File: config.mk
export PLATFORM = sky130hd
export DESIGN_NAME = arp_tx_arbiter_flat
export DESIGN_NICKNAME = d
export VERILOG_FILES = /design/src/rtl/arp_tx_arbiter_if.sv /design/src/rtl/arp_tx_arbiter.sv /design/src/flat_wrapper.sv
export SDC_FILE = /design/constraint.sdc
export NUM_CORES = 1
export LEC_CHECK = 0
export BUFFER_PORTS_ARGS = -buffer_cell sky130_fd_sc_hd__buf_2
export CAP_MARGIN = 40
export CORE_MARGIN = 3
export CORE_UTILIZATION = 26
export CTS_CLUSTER_SIZE = 25
export DETAILED_ROUTE_END_ITERATION = 6
export PLACE_DENSITY = 0.48
export SYNTH_ARGS = -nofsm -noshare
export SYNTH_HDL_FRONTEND = slang
export SYNTH_SLANG_ARGS = --single-unit
File: constraint.sdc
create_clock -name clk -period 7.9 [get_ports clk]
set_input_delay 0.79 -clock clk [delete_from_list [all_inputs] [get_ports clk]]
set_output_delay 0.79 -clock clk [all_outputs]
set_load 0.005 [all_outputs]
File: src/rtl/arp_tx_arbiter_if.sv
// Handshake bundle between the two ARP requesters, the transmit arbiter and
// the downstream 32-bit word sink.
interface arp_tx_arbiter_if;
   logic        rep_valid;
   logic [47:0] rep_tha;
   logic [31:0] rep_tpa;
   logic        rep_ack;
   logic        req_valid;
   logic [31:0] req_tpa;
   logic        req_ack;
   logic [31:0] tx_data;
   logic        tx_valid;
   logic        tx_ready;
   logic        tx_last;
   logic        busy;
   logic        grant_id;

   modport slave (
      input  rep_valid, rep_tha, rep_tpa, req_valid, req_tpa, tx_ready,
      output rep_ack, req_ack, tx_data, tx_valid, tx_last, busy, grant_id
   );

   modport master (
      output rep_valid, rep_tha, rep_tpa, req_valid, req_tpa, tx_ready,
      input  rep_ack, req_ack, tx_data, tx_valid, tx_last, busy, grant_id
   );
endinterface

File: src/rtl/arp_tx_arbiter.sv
// Round-robin arbiter between the ARP reply and request engines; serialises
// one 7-word ARP packet per grant onto a valid/ready word stream.
module arp_tx_arbiter #(
   parameter logic [47:0] LOCAL_MAC = 48'h02_00_00_00_00_01,
   parameter logic [31:0] LOCAL_IP  = 32'hC0A8_0001,
   parameter logic [15:0] HTYPE     = 16'h0001,
   parameter logic [15:0] PTYPE     = 16'h0800
) (
   input  logic              clk,
   input  logic              rst,
   arp_tx_arbiter_if.slave   io_bus
);

   typedef enum logic [0:0] {
      IDLE = 1'b0,
      SEND = 1'b1
   } state_t;

   state_t      r_state;
   logic [2:0]  r_wordCnt;
   logic [31:0] r_txData;
   logic        r_txValid;
   logic        r_txLast;
   logic        r_repAck;
   logic        r_reqAck;
   logic        r_grantId;
   logic        r_favourReq;
   logic [15:0] r_oper;
   logic [47:0] r_tha;
   logic [31:0] r_tpa;

   state_t      w_state;
   logic [2:0]  w_wordCnt;
   logic [31:0] w_txData;
   logic        w_txValid;
   logic        w_txLast;
   logic        w_repAck;
   logic        w_reqAck;
   logic        w_grantId;
   logic        w_favourReq;
   logic [15:0] w_oper;
   logic [47:0] w_tha;
   logic [31:0] w_tpa;
   logic        w_grantRep;
   logic        w_grantReq;

   // Same 7-word framing as the receive parser.
   function automatic logic [31:0] packetWord(input logic [2:0]  idx,
                                              input logic [15:0] oper,
                                              input logic [47:0] tha,
                                              input logic [31:0] tpa);
      logic [31:0] word;
      case (idx)
         3'd0:    word = {HTYPE, PTYPE};
         3'd1:    word = {8'd6, 8'd4, oper};
         3'd2:    word = LOCAL_MAC[47:16];
         3'd3:    word = {LOCAL_MAC[15:0], LOCAL_IP[31:16]};
         3'd4:    word = {LOCAL_IP[15:0], tha[47:32]};
         3'd5:    word = tha[31:0];
         3'd6:    word = tpa;
         default: word = 32'h0;
      endcase
      return word;
   endfunction

   // A lone requester always wins; a tie goes to the side the pointer favours.
   assign w_grantRep = io_bus.rep_valid && (!io_bus.req_valid || !r_favourReq);
   assign w_grantReq = io_bus.req_valid && (!io_bus.rep_valid ||  r_favourReq);

   always_comb begin
      w_state     = r_state;
      w_wordCnt   = r_wordCnt;
      w_txData    = r_txData;
      w_txValid   = r_txValid;
      w_txLast    = r_txLast;
      w_repAck    = 1'b0;
      w_reqAck    = 1'b0;
      w_grantId   = r_grantId;
      w_favourReq = r_favourReq;
      w_oper      = r_oper;
      w_tha       = r_tha;
      w_tpa       = r_tpa;

      case (r_state)
         IDLE: begin
            w_wordCnt = 3'd0;
            w_txValid = 1'b0;
            w_txLast  = 1'b0;
            if (w_grantRep) begin
               w_oper      = 16'h0002;
               w_tha       = io_bus.rep_tha;
               w_tpa       = io_bus.rep_tpa;
               w_repAck    = 1'b1;
               w_grantId   = 1'b0;
               w_favourReq = 1'b1;
            end else if (w_grantReq) begin
               w_oper      = 16'h0001;
               w_tha       = 48'h0;
               w_tpa       = io_bus.req_tpa;
               w_reqAck    = 1'b1;
               w_grantId   = 1'b1;
               w_favourReq = 1'b0;
            end
            if (w_grantRep || w_grantReq) begin
               w_txData  = packetWord(3'd0, w_oper, w_tha, w_tpa);
               w_txValid = 1'b1;
               w_state   = SEND;
            end
         end

         SEND: begin
            // An out-of-range count can only come from corruption; drop the packet.
            if (r_wordCnt > 3'd6) begin
               w_state   = IDLE;
               w_wordCnt = 3'd0;
               w_txData  = 32'h0;
               w_txValid = 1'b0;
               w_txLast  = 1'b0;
            end else if (io_bus.tx_ready) begin
               if (r_wordCnt == 3'd6) begin
                  w_state   = IDLE;
                  w_wordCnt = 3'd0;
                  w_txData  = 32'h0;
                  w_txValid = 1'b0;
                  w_txLast  = 1'b0;
               end else begin
                  w_wordCnt = r_wordCnt + 3'd1;
                  w_txData  = packetWord(r_wordCnt + 3'd1, r_oper, r_tha, r_tpa);
                  w_txLast  = (r_wordCnt == 3'd5);
               end
            end
         end

         default: begin
            w_state   = IDLE;
            w_wordCnt = 3'd0;
            w_txData  = 32'h0;
            w_txValid = 1'b0;
            w_txLast  = 1'b0;
         end
      endcase
   end

   always_ff @(posedge clk or posedge rst) begin
      if (rst) begin
         r_state     <= IDLE;
         r_wordCnt   <= 3'd0;
         r_txData    <= 32'h0;
         r_txValid   <= 1'b0;
         r_txLast    <= 1'b0;
         r_repAck    <= 1'b0;
         r_reqAck    <= 1'b0;
         r_grantId   <= 1'b0;
         r_favourReq <= 1'b0;
         r_oper      <= 16'h0;
         r_tha       <= 48'h0;
         r_tpa       <= 32'h0;
      end else begin
         r_state     <= w_state;
         r_wordCnt   <= w_wordCnt;
         r_txData    <= w_txData;
         r_txValid   <= w_txValid;
         r_txLast    <= w_txLast;
         r_repAck    <= w_repAck;
         r_reqAck    <= w_reqAck;
         r_grantId   <= w_grantId;
         r_favourReq <= w_favourReq;
         r_oper      <= w_oper;
         r_tha       <= w_tha;
         r_tpa       <= w_tpa;
      end
   end

   assign io_bus.rep_ack  = r_repAck;
   assign io_bus.req_ack  = r_reqAck;
   assign io_bus.tx_data  = r_txData;
   assign io_bus.tx_valid = r_txValid;
   assign io_bus.tx_last  = r_txLast;
   assign io_bus.busy     = (r_state == SEND);
   assign io_bus.grant_id = r_grantId;

endmodule
File: src/flat_wrapper.sv
// flat-port wrapper written by rule: the top's interface ports become plain ports
module arp_tx_arbiter_flat 
#(
   parameter logic [47:0] LOCAL_MAC = 48'h02_00_00_00_00_01,
   parameter logic [31:0] LOCAL_IP  = 32'hC0A8_0001,
   parameter logic [15:0] HTYPE     = 16'h0001,
   parameter logic [15:0] PTYPE     = 16'h0800
)
  (clk, rst, io_bus_rep_valid, io_bus_rep_tha, io_bus_rep_tpa, io_bus_req_valid, io_bus_req_tpa, io_bus_tx_ready, io_bus_rep_ack, io_bus_req_ack, io_bus_tx_data, io_bus_tx_valid, io_bus_tx_last, io_bus_busy, io_bus_grant_id);
  arp_tx_arbiter_if io_bus_i ();
  input  logic clk;
  input  logic rst;
  input wire logic [$bits(io_bus_i.rep_valid)-1:0] io_bus_rep_valid;
  input wire logic [$bits(io_bus_i.rep_tha)-1:0] io_bus_rep_tha;
  input wire logic [$bits(io_bus_i.rep_tpa)-1:0] io_bus_rep_tpa;
  input wire logic [$bits(io_bus_i.req_valid)-1:0] io_bus_req_valid;
  input wire logic [$bits(io_bus_i.req_tpa)-1:0] io_bus_req_tpa;
  input wire logic [$bits(io_bus_i.tx_ready)-1:0] io_bus_tx_ready;
  output wire logic [$bits(io_bus_i.rep_ack)-1:0] io_bus_rep_ack;
  output wire logic [$bits(io_bus_i.req_ack)-1:0] io_bus_req_ack;
  output wire logic [$bits(io_bus_i.tx_data)-1:0] io_bus_tx_data;
  output wire logic [$bits(io_bus_i.tx_valid)-1:0] io_bus_tx_valid;
  output wire logic [$bits(io_bus_i.tx_last)-1:0] io_bus_tx_last;
  output wire logic [$bits(io_bus_i.busy)-1:0] io_bus_busy;
  output wire logic [$bits(io_bus_i.grant_id)-1:0] io_bus_grant_id;
  assign io_bus_i.rep_valid = io_bus_rep_valid;
  assign io_bus_i.rep_tha = io_bus_rep_tha;
  assign io_bus_i.rep_tpa = io_bus_rep_tpa;
  assign io_bus_i.req_valid = io_bus_req_valid;
  assign io_bus_i.req_tpa = io_bus_req_tpa;
  assign io_bus_i.tx_ready = io_bus_tx_ready;
  assign io_bus_rep_ack = io_bus_i.rep_ack;
  assign io_bus_req_ack = io_bus_i.req_ack;
  assign io_bus_tx_data = io_bus_i.tx_data;
  assign io_bus_tx_valid = io_bus_i.tx_valid;
  assign io_bus_tx_last = io_bus_i.tx_last;
  assign io_bus_busy = io_bus_i.busy;
  assign io_bus_grant_id = io_bus_i.grant_id;
  arp_tx_arbiter #(.LOCAL_MAC(LOCAL_MAC), .LOCAL_IP(LOCAL_IP), .HTYPE(HTYPE), .PTYPE(PTYPE)) u_core (.clk(clk), .rst(rst), .io_bus(io_bus_i));
endmodule
# Yosys cells after proc, flatten, opt, wreduce, memory -nomap -nowiden
# Index checks and enable logic that the tools add are counted.
# totals
register_bits	138
in_bits	117
out_inout_bits	38
word_cells	77
# op_classes
n_addsub	1
magnitude_cmp	1
n_eq_ne	11
muxes	38
bitwise_logic	1
n_reduce_logical	13
# op_table
op	n
case mux 32 bit (7 select lines)	1
2-to-1 mux 32 bit	6
2-to-1 mux 48 bit	2
case mux 32 bit (2 select lines)	1
2-to-1 mux 16 bit	2
2-to-1 mux 1 bit	19
equality test 3 bit, second input constant	5
2-to-1 mux 3 bit	3
equality test 3 x 2 -> 1 bit, second input constant	2
inequality test 3 bit, second input constant	2
case mux 1 bit (2 select lines)	3
case mux 3 bit (2 select lines)	1
AND reduction 2 bit	3
adder 3 x 1 -> 3 bit, second input constant	1
equality test 3 x 1 -> 1 bit, second input constant	1
greater-than comparator 3 bit, second input constant	1
zero test 1 bit	3
zero test 3 bit	1
logical OR 1 bit	3
logical AND 1 bit	2
inequality test 2 x 1 -> 1 bit, second input constant	1
nonzero test 2 bit	1
NOT 1 bit	1

# Depth between registers and ports, before layout
# Gate-level depths: netlist (run 1).
# depth
ltp_word	7
mapped_depth	9
depth_no_buf	6

# Worst setup path after synthesis (run 1)
# Ideal clock, no wire load.
# synth_timing
path_kind	register -> register
startpoint	reg u_core.r_wordCnt[1]
endpoint	reg u_core.r_txData[1] (netlist: u_core.io_bus.tx_data[1])
setup_ns	0.082
arrival_time_ns	2.048
required_ns	7.818
setup_slack_ns	5.770
path_stages_with_launch	10
path_buffers	3
synth_period_minus_slack_ns	2.130
cell_sequence	dfrtp_1 -> buf_2 -> clkbuf_1 -> inv_1 -> ha_1 -> nor2_1 -> a211oi_1 -> nand2_1 -> clkbuf_1 -> o22ai_1
# synth_between
elab_chain_cells	7
word_cells_on_any_way	17
classes_between	add/sub: 1; order compare: 1; eq/ne: 8; mux: 5; reduce/logical: 2
# synth_lines
element	line_no	rtl
start: declaration	arp_tx_arbiter.sv:20	logic [2:0] r_wordCnt;
start signal: assignment	arp_tx_arbiter.sv:160	r_wordCnt <= w_wordCnt;
adder 3 x 1 -> 3 bit	arp_tx_arbiter.sv:128	w_txData = packetWord(r_wordCnt + 3'd1, r_oper, r_tha, r_tpa);
equality test 3 bit (tied with other cells)	arp_tx_arbiter.sv:53	case (idx)
case mux 32 bit (7 select lines)	arp_tx_arbiter.sv:53	
2-to-1 mux 32 bit	arp_tx_arbiter.sv:120	if (r_wordCnt == 3'd6) begin
2-to-1 mux 32 bit	arp_tx_arbiter.sv:119	end else if (io_bus.tx_ready) begin
2-to-1 mux 32 bit	arp_tx_arbiter.sv:113	if (r_wordCnt > 3'd6) begin
case mux 32 bit (2 select lines)	arp_tx_arbiter.sv:84	case (r_state)
end signal: assignment	arp_tx_arbiter.sv:161	r_txData <= w_txData;
end: declaration	arp_tx_arbiter.sv:21	logic [31:0] r_txData;
# Several ways; a longest one is shown, not always the timed one. The select of a mux whose other input is x is not followed.
# A chain may end at the register's enable or synchronous reset.

# Worst setup path in the final report (run 1)
# layout_timing
startpoint	reg u_core.r_wordCnt[1]
endpoint	reg u_core.r_txData[30] (netlist: u_core.io_bus.tx_data[30])
# Same word-level chain as after synthesis.

==> flow_summary_export.csv, run 1 <==
group,metric,value,unit
status,status,"complete, no violations",
route,vias,4396,
timing,worst_hold_slack,443,ps
setup_path,cp.buffers_inverters,0,
clocking,cts_resized,0,
layout,area_delta_synth_final,32.3,%
timing,hold_violations,0,
timing,finalCritPeriodShare,0.366,
die,initial_utilization,0.268,
route,drc,0,
logic_synthesis,synth_top_area_share,0.557,
pwr,p_per_area,387,nW/µm²
route,ant_nets,0,
route,wl_per_cell,17.6,µm
pwr,ir_drop,0.186,mV
placed_design,dpl_worst_slack,5010,ps
placed_design,place_area,6580,µm²
placed_design,dp_hpwl,11.2,mm
clocking,root_buffer,"clkbuf_16",
die,die_w,151,µm
timing,worst_pin_slew,820,ps
die,rows,52,
route,viasPerCell,4.76,
global_route,grt_pass1_vias,4578,
layout,final_net_count,761,
logic_synthesis,synth_cell_types,41,
clocking,hold_buffers,0,
logic_synthesis,synth_nets,623,
logic_synthesis,synth.most_common_cell,"dfrtp_1",
timing,max_clock_freq,0.345,GHz
logic_synthesis,synth_common_cells,"dfrtp_1, o21ai_0, a22o_1",
logic_synthesis,netlist_area,5480,µm²
placed_design,portBuffers,154,
logic_synthesis,avgSynthCellArea,10.9,µm²
global_route,antenna_found_initial,0,
global_route,grt-ovfl-total,0,
timing,fin_crit,2890,ps
timing,skew,6.91,ps
logic_synthesis,synth_edf_count,0,
clocking,cts_buffers,17,
clocking,clockBufferDepth,2,
global_route,grt_max_degree,81,
logic_synthesis,synth_seq_area_share,0.557,
setup_path,start_kind,"register",
setup_path,cp_cell_sequence,"ha_1, o221ai_4, or4b_1, o21ai_0",
setup_path,critPathArrivalTime,3220,ps
timing,worst_slack,5010,ps
layout,drive_gt1_frac,0.322,
placed_design,gp_congestion,0.750,
setup_path,path_class,"register to register",
setup_path,r2r_start,"u_core.r_wordCnt[1]",
global_route,grt_pass1_wl,25.3,mm
setup_path,required,8230,ps
die,die-area,22900,µm²
flow_run,cap_violations,0,
setup_path,slowest_delay,850,ps
setup_path,cpMaxStageDelayCell,"or4b_1",
logic_synthesis,ys.warnings.count,0,
timing,drv_slew,0,
timing,slew_headroom,0.450,
layout,final_area,7250,µm²
layout,insertedDiodeCount,0,
logic_synthesis,yosys.area.top_type,"dfrtp_1",
setup_path,worstRegToRegCells,4,
route,postRouteWirelength,16.2,mm
setup_path,critPathMaxFanout,23,
route,firstDrtPassIters,4,
logic_synthesis,syn-instance-count,502,
logic_synthesis,synth_area_leaders,"dfrtp_1, a22o_1, mux2i_1",
timing,tns,0,ps
setup_path,r2r_setup_slack,5010,ps
die,core-area,20500,µm²
route,first_iter_violations,284,
clocking,post-cts-setup-buffers,0,
timing,rsz0062_at_grt,"no",
clocking,cts-htree-levels,4,
logic_synthesis,synthFlopType,"dfrtp_1",
die,die_h,151,µm
setup_path,cp_top_family,"simple AND/OR/NAND/NOR gates",
logic_synthesis,synth-async-reset-ratio,1.00,
die,ios,155,
logic_synthesis,ys_ff_latch,122,
setup_path,end_kind,"register",
timing,finalSetupViolations,0,
setup_path,worstReg2RegEnd,"u_core.io_bus.tx_data[30]",
clocking,cts_tree,"built",
global_route,grtUsageTotal,0.144,
worst_hold_path,min_path_type,"primary input to async pin",
pwr,p_leak,0.00352,µW
clocking,clock_sinks,122,
clocking,clkTransAtPathRegs,60,ps
clocking,clock_latency,410,ps
-- power by group --
part / switching [µW] / total (µW) / internal [µW]
sequential: 173 / 1040 / 867
combinational: 493 / 878 / 385
clock: 281 / 886 / 605
-- registers in the layout, summed over array words and instances, names as in the netlist --
signal / flops
u_core.r_tpa: 32
u_core.r_tha: 48
u_core.io_bus.rep_ack: 1
u_core.io_bus.tx_valid: 1
u_core.io_bus.busy: 1
u_core.r_oper: 2
u_core.io_bus.tx_last: 1
u_core.io_bus.req_ack: 1
u_core.io_bus.tx_data: 32
u_core.r_wordCnt: 3
-- cell type report --
cell class	instances	area (µm²)
Fill cell	2088	13200
Inverter	5	21.3
Clock inverter	13	221
Multi-Input combinational cell	331	2280
Tap cell	270	338
Sequential cell	122	3050
Clock buffer	19	453
Timing Repair Buffer	163	886
-- worst max-delay path by stage --
stage                                   start                         to  slack, ps  depth (start not counted)
after floorplan                           rst         u_core.io_bus.busy       3870                          1
after global placement    u_core.r_wordCnt[1]  u_core.io_bus.tx_data[30]       4920                          4
after detailed placement     io_bus_req_valid           u_core.r_tpa[19]       5010                          5
after CTS                 u_core.r_wordCnt[1]  u_core.io_bus.tx_data[30]       5000                          4
after global routing      u_core.r_wordCnt[1]  u_core.io_bus.tx_data[17]       4760                          4
final                     u_core.r_wordCnt[1]  u_core.io_bus.tx_data[30]       5010                          4
-- cells in the final DEF, fill, tap and decap left out, drive strengths merged, types with 2 or more instances in the layout --
| master | Yosys | routed |
|---|---|---|
| o22ai | 2 | 2 |
| a211oi | 2 | 2 |
| mux2i | 43 | 43 |
| inv | 5 | 5 |
| nor2b | 6 | 6 |
| clkbuf | 32 | 19 |
| dfrtp | 122 | 122 |
| o31ai | 2 | 2 |
| nand3 | 33 | 33 |
| nand2b | 6 | 6 |
| o21a | 6 | 6 |
| buf | 12 | 163 |
| a22oi | 11 | 11 |
| mux2 | 4 | 4 |
| a32oi | 5 | 5 |
| nand2 | 46 | 46 |
| o21ai | 68 | 68 |
| nor2 | 4 | 4 |
| a21oi | 14 | 14 |
| clkinv | 0 | 6 |
| bufinv | 0 | 6 |
| ha | 4 | 4 |
| a22o | 57 | 57 |
| nor3 | 2 | 2 |
-- layer usage --
layer	share of wire	vias to the layer above	track usage
met3	0.049	19	0.0425
met4	0.018	0	0.0490
met1	0.43	2155	0.180
met2	0.50	92	0.239
met5	0	-	0
li1	-	2130	-
-- per-stage QoR --
stage                     std cells  total power [µW]   util
final                           923              2800  0.354
after global routing            923              2990  0.354
after CTS                       923              2840  0.354
after detailed placement        891              1940  0.321
after global placement          887              1890  0.317
after floorplan                 502              1610      -
-- cells by family (layout without fill, tap and decap cells) --
kind of cell,after synthesis,after routing,synth area share
adder cells (fa/ha/maj),4,4,0.00913
buffers and inverters,49,200,0.0349
AND/OR/NAND/NOR,104,104,0.0920
multiplexers,47,47,0.0867
flip-flops,122,122,0.557
AO/OA/AOI/OAI,176,176,0.220
Note: power is estimated with default switching activity, not from simulation.
==> run 2, diff against run 1 <==
--- a/config.mk
+++ b/config.mk
@@ -11,7 +11,7 @@
 export CORE_UTILIZATION = 26
 export CTS_CLUSTER_SIZE = 25
 export DETAILED_ROUTE_END_ITERATION = 6
-export PLACE_DENSITY = 0.48
+export PLACE_DENSITY = 0.49
 export SYNTH_ARGS = -nofsm -noshare
 export SYNTH_HDL_FRONTEND = slang
 export SYNTH_SLANG_ARGS = --single-unit
==> constraint.sdc (replaced) <==
create_clock -name clk -period 2.5 [get_ports clk]
set_input_delay 0.25 -clock clk [delete_from_list [all_inputs] [get_ports clk]]
set_output_delay 0.25 -clock clk [all_outputs]
set_load 0.005 [all_outputs]
==> run 2 against run 1 <==
Against the previous run: first-iteration DRC count shrank 13%; register-to-register slack lost 4800 ps; worst hold slack lost 380 ps; flip-flop and latch count is the same; final area shrank 0.35%; via count grew 2.3%; clock skew shrank 0.59 ps; highest routed layer unchanged; power grew to 3.0 times the previous value; cell count grew 1.1%.
==> flow_summary_export.csv, run 2 (synthesis results as in run 1) <==
group,metric,value,unit
route,postRouteWirelength,16.7,mm
timing,fin_crit,2290,ps
clocking,cts_tree,"built",
clocking,cts_buffers,17,
route,drc,0,
timing,finalCritPeriodShare,0.915,
clocking,clock_latency,410,ps
route,vias,4497,
layout,mostFrequentLayoutCells,"buf_2, dfrtp_1, o21ai_0, a22o_1, nand2_1",
die,ios,155,
flow_run,cap_violations,0,
setup_path,cp.buffers_inverters,1,
status,status,"complete, no violations",
route,wl_per_cell,17.9,µm
die,initial_utilization,0.268,
setup_path,critPathMaxFanout,12,
placed_design,place_area,6640,µm²
placed_design,gp_congestion,0.881,
route,ant_nets,0,
route,viasPerCell,4.82,
clocking,clock_sinks,122,
layout,layout_commonest_cell,"buf_2",
global_route,grt-ovfl-total,0,
layout,area_delta_synth_final,31.8,%
global_route,grtUsageTotal,0.149,
timing,rsz0062_at_grt,"no",
clocking,clkTransAtPathRegs,50,ps
timing,skew,6.32,ps
die,core-area,20500,µm²
layout,final_net_count,773,
setup_path,required,2820,ps
global_route,grt_pass1_vias,4829,
pwr,power,8540,µW
setup_path,cpMaxStageDelayCell,"or4b_1",
placed_design,place_inst,902,
setup_path,cp_cell_sequence,"buf_4, ha_1, o221ai_4, or4b_1, o21ai_0",
clocking,cts-htree-levels,4,
timing,slew_headroom,0.484,
timing,drv_slew,0,
layout,final_area,7230,µm²
die,die_w,151,µm
clocking,root_buffer,"clkbuf_16",
setup_path,end_kind,"register",
route,firstDrtPassIters,4,
setup_path,start_kind,"register",
setup_path,critPathArrivalTime,2610,ps
global_route,grt_max_degree,62,
setup_path,cp_top_family,"simple AND/OR/NAND/NOR gates",
die,die_h,151,µm
pwr,p_per_area,1180,nW/µm²
placed_design,dp_hpwl,11.9,mm
timing,max_clock_freq,0.437,GHz
setup_path,path_class,"register to register",
route,first_iter_violations,246,
worst_hold_path,min_path_type,"primary input to register",
timing,finalSetupViolations,0,
layout,instances_no_fill,933,
global_route,grt_pass1_wl,26.0,mm
die,rows,52,
die,die-area,22900,µm²
layout,largest_reg_flops,48,
placed_design,portBuffers,154,
pwr,ir_drop,0.559,mV
layout,top_register,"u_core.r_tha",
setup_path,slowest_delay,800,ps
pwr,p_leak,0.00352,µW
layout,nFillCells,2069,
timing,hold_violations,0,
clocking,clockBufferDepth,2,
timing,tns,0,ps
layout,final_util,0.353,
global_route,antenna_found_initial,1,
timing,worst_pin_slew,769,ps
layout,drive_gt1_frac,0.323,
run 2: cell types whose count changed in the layout (fill, tap and decap cells not counted), moves of 2 or more:
cell,before,now
clkinv_2,5,0
bufinv_16,6,2
buf_4,5,18
clkbuf_1,0,5
buf_8,2,0
clkbuf_8,2,5
run 2: final timing paths:
| check | start | endpoint | slack, ps | cells past startpoint |
|---|---|---|---|---|
| worst max-delay path | u_core.r_wordCnt[2] | u_core.io_bus.tx_data[30] | 210 | 5 |
| worst min-delay path | io_bus_rep_tha[31] | u_core.r_tha[31] | 60 | 2 |
| worst max register to register | u_core.r_wordCnt[2] | u_core.io_bus.tx_data[30] | 210 | 5 |
| worst min register to register | u_core.r_tpa[2] | u_core.r_tpa[2] | 480 | 2 |
| max in group asynchronous | rst | u_core.r_tpa[9] | 1400 | 4 |
| min in group asynchronous | rst | u_core.r_tha[19] | 380 | 3 |
run 2: final cells by class:
type	instances	area (µm²)	area share
clock buffer	27	513	0.0710
timing repair buffer	175	956	0.132
antenna	1	2.50	0.000346
clock inverter	2	60.1	0.00831
multi-input combinational	331	2280	0.316
tap	270	338	0.0467
inverter	5	22.5	0.00312
sequential	122	3050	0.423
run 2: repair_timing:
item                                    CTS  global route
hold buffers                              1             0
endpoints found under the hold margin    14             0
resized for setup                         0             1
endpoints found under the setup margin    0             5
buffers inserted                          0             0
run 2: per-stage QoR:
stage | hold slack, ps | setup slack [ps]
after floorplan | 378 | 370
after global placement | 265 | 334
after detailed placement | 265 | 236
after CTS | 41.5 | 217
after global routing | 54.5 | 68.1
final | 61.7 | 214
run 2: power by group:
part,internal [µW],leakage (µW),switching (µW)
sequential,2740,0.00158,564
combinational,1260,0.00165,1590
clock,1580,0.000280,808
run 2: layer usage:
metal	GRT usage	routed length (µm)	vias up	share of wire
met2	0.251	8610	111	0.52
met1	0.184	6970	2211	0.42
met5	0	0	-	0
li1	-	-	2144	-
met4	0.0680	467	0	0.028
met3	0.0299	650	31	0.039
